## src/rtl/msg_scheduler.sv

```systemverilog
// Round-robin message scheduler: copies null-terminated strings from a
// synchronous memory into the UART transmit FIFO, one whole message at a time.
module msg_scheduler #(
  parameter int                ADDR_W = 4,
  parameter logic [ADDR_W-1:0] BASE_A = 4'd0,
  parameter logic [ADDR_W-1:0] BASE_B = 4'd8,
  parameter int                MAXLEN = 15
) (
  input  logic              clk_i,
  input  logic              rst_i,
  input  logic [1:0]        req_i,
  output logic              busy_o,
  output logic [1:0]        grant_o,
  output logic              done_o,
  output logic              trunc_o,
  output logic [ADDR_W-1:0] mem_addr_o,
  input  logic [7:0]        mem_data_i,
  output logic [7:0]        fifo_byte_o,
  output logic              fifo_wren_o,
  input  logic              fifo_full_i
);

  typedef enum logic [1:0] {
    IDLE,
    RD,
    CHK
  } state_t;

  localparam logic [7:0] MAXLEN_C = 8'(MAXLEN);

  state_t      state;
  logic [1:0]  pending;
  logic        last_b;
  logic [7:0]  count;
  logic        pick_b;
  logic [1:0]  grant_vec;
  logic [7:0]  count_inc;

  // B wins when it is the only one pending, or on a tie when A was served last.
  always_comb begin
    pick_b    = (pending == 2'b10) || ((pending == 2'b11) && !last_b);
    grant_vec = pick_b ? 2'b10 : 2'b01;
    count_inc = count + 8'd1;
  end

  always_ff @(posedge clk_i or posedge rst_i) begin
    if (rst_i) begin
      state       <= IDLE;
      pending     <= 2'b00;
      last_b      <= 1'b1;
      count       <= 8'd0;
      busy_o      <= 1'b0;
      grant_o     <= 2'b00;
      done_o      <= 1'b0;
      trunc_o     <= 1'b0;
      mem_addr_o  <= '0;
      fifo_byte_o <= 8'd0;
      fifo_wren_o <= 1'b0;
    end else begin
      done_o      <= 1'b0;
      trunc_o     <= 1'b0;
      fifo_wren_o <= 1'b0;
      pending     <= pending | req_i;

      case (state)
        IDLE: begin
          if (pending != 2'b00) begin
            // A request arriving on the grant edge re-arms the winner's bit.
            pending    <= (pending & ~grant_vec) | req_i;
            grant_o    <= grant_vec;
            busy_o     <= 1'b1;
            mem_addr_o <= pick_b ? BASE_B : BASE_A;
            count      <= 8'd0;
            last_b     <= pick_b;
            state      <= RD;
          end
        end

        RD: begin
          state <= CHK;
        end

        CHK: begin
          if (mem_data_i == 8'd0) begin
            done_o  <= 1'b1;
            grant_o <= 2'b00;
            busy_o  <= 1'b0;
            state   <= IDLE;
          end else if (!fifo_full_i) begin
            fifo_byte_o <= mem_data_i;
            fifo_wren_o <= 1'b1;
            count       <= count_inc;
            mem_addr_o  <= mem_addr_o + ADDR_W'(1);
            if (count_inc == MAXLEN_C) begin
              trunc_o <= 1'b1;
              grant_o <= 2'b00;
              busy_o  <= 1'b0;
              state   <= IDLE;
            end else begin
              state <= RD;
            end
          end
        end

        default: begin
          state <= IDLE;
        end
      endcase
    end
  end

endmodule

```

## config.mk

```make
export PLATFORM = sky130hd
export DESIGN_NAME = msg_scheduler
export DESIGN_NICKNAME = d
export VERILOG_FILES = /design/src/rtl/msg_scheduler.sv
export SDC_FILE = /design/constraint.sdc
export NUM_CORES = 1
export LEC_CHECK = 0
export CAP_MARGIN = 20
export CORE_MARGIN = 2
export CORE_UTILIZATION = 45
export DETAILED_ROUTE_END_ITERATION = 12
export PLACE_DENSITY = 0.79
export SETUP_SLACK_MARGIN = 0.05
export SLEW_MARGIN = 0
export SYNTH_ARGS = -nofsm -noshare
export SYNTH_HDL_FRONTEND = slang
export SYNTH_SLANG_ARGS = --single-unit
```

## constraint.sdc

```tcl
create_clock -name clk_i -period 2.13 [get_ports clk_i]
set_input_delay 0.3195 -clock clk_i [delete_from_list [all_inputs] [get_ports clk_i]]
set_output_delay 0.3195 -clock clk_i [all_outputs]
set_load 0.02 [all_outputs]
```

==> flow_metrics.py <==
metrics = {
    "timing": {
        "timing.final.hold_violations": 0,
        "fin_crit_sh_pct": 87.24,
        "grt_setup_unrepaired": "false",
        "fin_crit_ns": 1.858,
        "timing.fmax_mhz": 538.2,
        "drv_slew": 0,
        "tightest_slew_ns": 0.4515,
        "setup_violations": 0,
        "setup-tns-final_ns": 0,
        "slew_headroom_pct": 69.79,
        "worst_clock_skew_ns": 0.01042,
    },
    "clock_network": {
        "clk_pin_slew_ns": 0.09,
        "cts.repair.resized": 0,
        "cts.sinks": 31,
        "cts.root.buffer_cell": "clkbuf_4",
        "htree_levels": 2,
        "cts_made_buffers": 5,
        "clock_latency_ns": 0.33,
        "cts_hold_buf": 0,
        "clockBufferDepth": 2,
        "postCtsSetupBuffers": 0,
        "cts_tree": "built",
    },
    "placement": {
        "io_buffers": 30,
        "place.gp.congestion": 0.8614,
        "hpwl_um": 2190,
    },
    "critical_path": {
        "endpoint_kind": "flip-flop",
        "cp-start-kind": "flip-flop",
        "crit_fanout": 6,
        "regToRegStartpoint": "count[0]$_DFFE_PP0P_",
        "worstReg2RegEnd": "busy_o$_DFFE_PP0P_",
        "r2r_slack_ns": 0.27,
        "crit_type": "flip-flop to flip-flop",
        "worstPathRequired_ns": 2.33,
        "r2r.worst_path.cells": 6,
        "cp.arrival_ns": 2.06,
    },
    "global_route": {
        "grt_pass1_wl_um": 5430,
        "grt_util_all_layers_pct": 20.36,
        "grt_pass1_vias": 1264,
        "grt_remaining_overflow": 0,
        "grt_max_degree": 32,
        "antenna_found_initial": 0,
    },
    "floorplanning": {
        "die_h_um": 60.84,
        "rows": 20,
        "ioPinCount": 31,
        "core_um2": 3053,
        "die_x_um": 60.84,
        "die_area_um2": 3702,
        "initial_utilization_pct": 47.62,
    },
    "detailed_routing": {
        "viasPerCell": 5.165,
        "wl_per_cell_um": 12.54,
        "drt_iter0_drc": 22,
        "drc": 0,
        "finalWirelength_um": 2973,
        "ant_nets": 0,
        "vias": 1224,
        "dr.pass1.iters": 4,
    },
    "cells_and_area": {
        "final_cell_mix": "nand2_1, dfrtp_1, clkdlybuf4s50_1",
        "layout_commonest_cell": "nand2_1",
        "post-route-util_pct": 60.94,
        "area_growth_pct": 27.97,
        "finalNetCount": 208,
        "antenna_cells": 0,
        "drive_above_1_share_pct": 8.808,
        "fill_cells": 282,
    },
    "synth": {
        "synthCells": 156,
        "yosysUniqueCellTypes": 33,
        "syn_nets": 172,
        "synth_area_per_cell_um2": 9.320,
        "yosysWarnings": 0,
        "ys_ff_latch": 31,
        "synth_seq_area_share_pct": 53.44,
        "synthesis.area_um2": 1454,
    },
    "power_and_ir_drop": {
        "power_density_nw_per_um2": 1226,
        "power.leakage_nw": 0.8185,
        "ir_drop_mv": 0.7146,
    },
    "run_status": {
        "status": "finished clean",
    },
    "job": {
        "drv_cap": 0,
    },
    "min_path": {
        "worstHoldPathType": "input pin to asynchronous set/reset pin",
    },
}
[per-stage QoR]
stage               hold WS [ns]  std cells  cell area [um2]  power (mW)  setup slack, ns
floorplan                 0.4118        156             1454       1.572           0.4107
global placement          0.4626        229             1812       1.938           0.1828
detailed placement        0.4681        229             1812       1.977           0.1469
CTS                       0.3611        237             1861       2.305           0.2791
global route              0.4045        237             1861       2.462           0.1434
finish                    0.3557        237             1861       2.281           0.2719
[layer usage]
layer  wire length [um]  up-vias  track usage, %
met3                243        5           8.955
met1               1255      574           23.87
li1                   -      604               -
met2               1432       41           33.18
met4                 42        0           7.453
met5                  0        -               0
[registers in the layout, indices dropped and copies added (netlist names)]
name / cells
count: 8
state: 2
done_o: 1
mem_addr_o: 4
pending: 2
trunc_o: 1
last_b: 1
fifo_byte_o: 8
busy_o: 1
fifo_wren_o: 1
grant_o: 2
[cell usage after synthesis]
| library cell | instances | area share [%] |
|---|---|---|
| nand2_1 | 41 | 11 |
| dfrtp_1 | 30 | 52 |
| o21ai_1 | 11 | 3.8 |
| nand3_1 | 10 | 3.4 |
| nor2_1 | 10 | 2.6 |
| o21ai_0 | 10 | 3.4 |
| inv_1 | 4 | 1.0 |
| xor2_1 | 4 | 2.4 |
| a21oi_1 | 3 | 1.0 |
| clkbuf_1 | 3 | 0.77 |
| ha_1 | 3 | 2.6 |
| nor3_1 | 3 | 1.0 |
| a21o_1 | 2 | 1.0 |
| nand2b_1 | 2 | 0.86 |
| nor4_2 | 2 | 1.7 |
| a211o_1 | 1 | 0.60 |
| a311o_1 | 1 | 0.69 |
| a31oi_1 | 1 | 0.43 |
| a32o_1 | 1 | 0.69 |
| a32oi_1 | 1 | 0.60 |
| and2_1 | 1 | 0.43 |
| buf_2 | 1 | 0.34 |
| buf_4 | 1 | 0.52 |
| buf_6 | 1 | 0.77 |
| dfstp_2 | 1 | 1.8 |
| nand3_2 | 1 | 0.69 |
| nand3b_1 | 1 | 0.52 |
| nor2b_1 | 1 | 0.43 |
| nor3_2 | 1 | 0.69 |
| o2111ai_1 | 1 | 0.60 |
| o31ai_2 | 1 | 0.86 |
| or4_4 | 1 | 0.77 |
| xnor2_1 | 1 | 0.60 |
[area by class of cell]
type	instances	area, um2	area share (%)
Timing Repair Buffer	35	337.8	18.16
Inverter	4	15.01	0.8070
Sequential cell	31	777.0	41.76
Multi-Input combinational cell	115	626.9	33.69
Clock buffer	8	48.80	2.623
Tap cell	44	55.05	2.959
[how the worst max path moves through the flow]
stage,startpoint,end,slack [ns]
6_report,count[0]$_DFFE_PP0P_,busy_o$_DFFE_PP0P_,0.27
5_1_grt,count[0]$_DFFE_PP0P_,busy_o$_DFFE_PP0P_,0.14
4_1_cts,count[0]$_DFFE_PP0P_,busy_o$_DFFE_PP0P_,0.28
3_5_place_dp,mem_data_i[5],grant_o[0]$_DFFE_PP0P_,0.15
3_3_place_gp,mem_data_i[5],grant_o[1]$_DFFE_PP0P_,0.18
2_1_floorplan,count[0]$_DFFE_PP0P_,busy_o$_DFFE_PP0P_,0.41
[worst max-delay path: stages, from the launching register on]
cell and delay, ns:
dfrtp_1 0.45, ha_1 0.27, xor2_1 0.16, nand3b_1 0.10, or4_4 0.45, o2111ai_1 0.21, nand3_1 0.11
[report_power, final]
part	switching (mW)	total (mW)	leakage, nW	internal, mW
logic	0.567	1.02	0.399	0.450
clock network	0.186	0.317	0.0265	0.131
registers	0.163	0.946	0.393	0.783
[kinds of logic after synthesis]
family / Yosys count / share of synthesized area, %
AND/OR/NAND/NOR: 74 / 23.75
AO/OA/AOI/OAI: 33 / 13.77
flip-flops: 31 / 53.44
adder cells (fa/ha/maj): 3 / 2.582
buffers and inverters: 10 / 3.442
XOR/XNOR: 5 / 3.012
(Power assumes the default switching activity.)
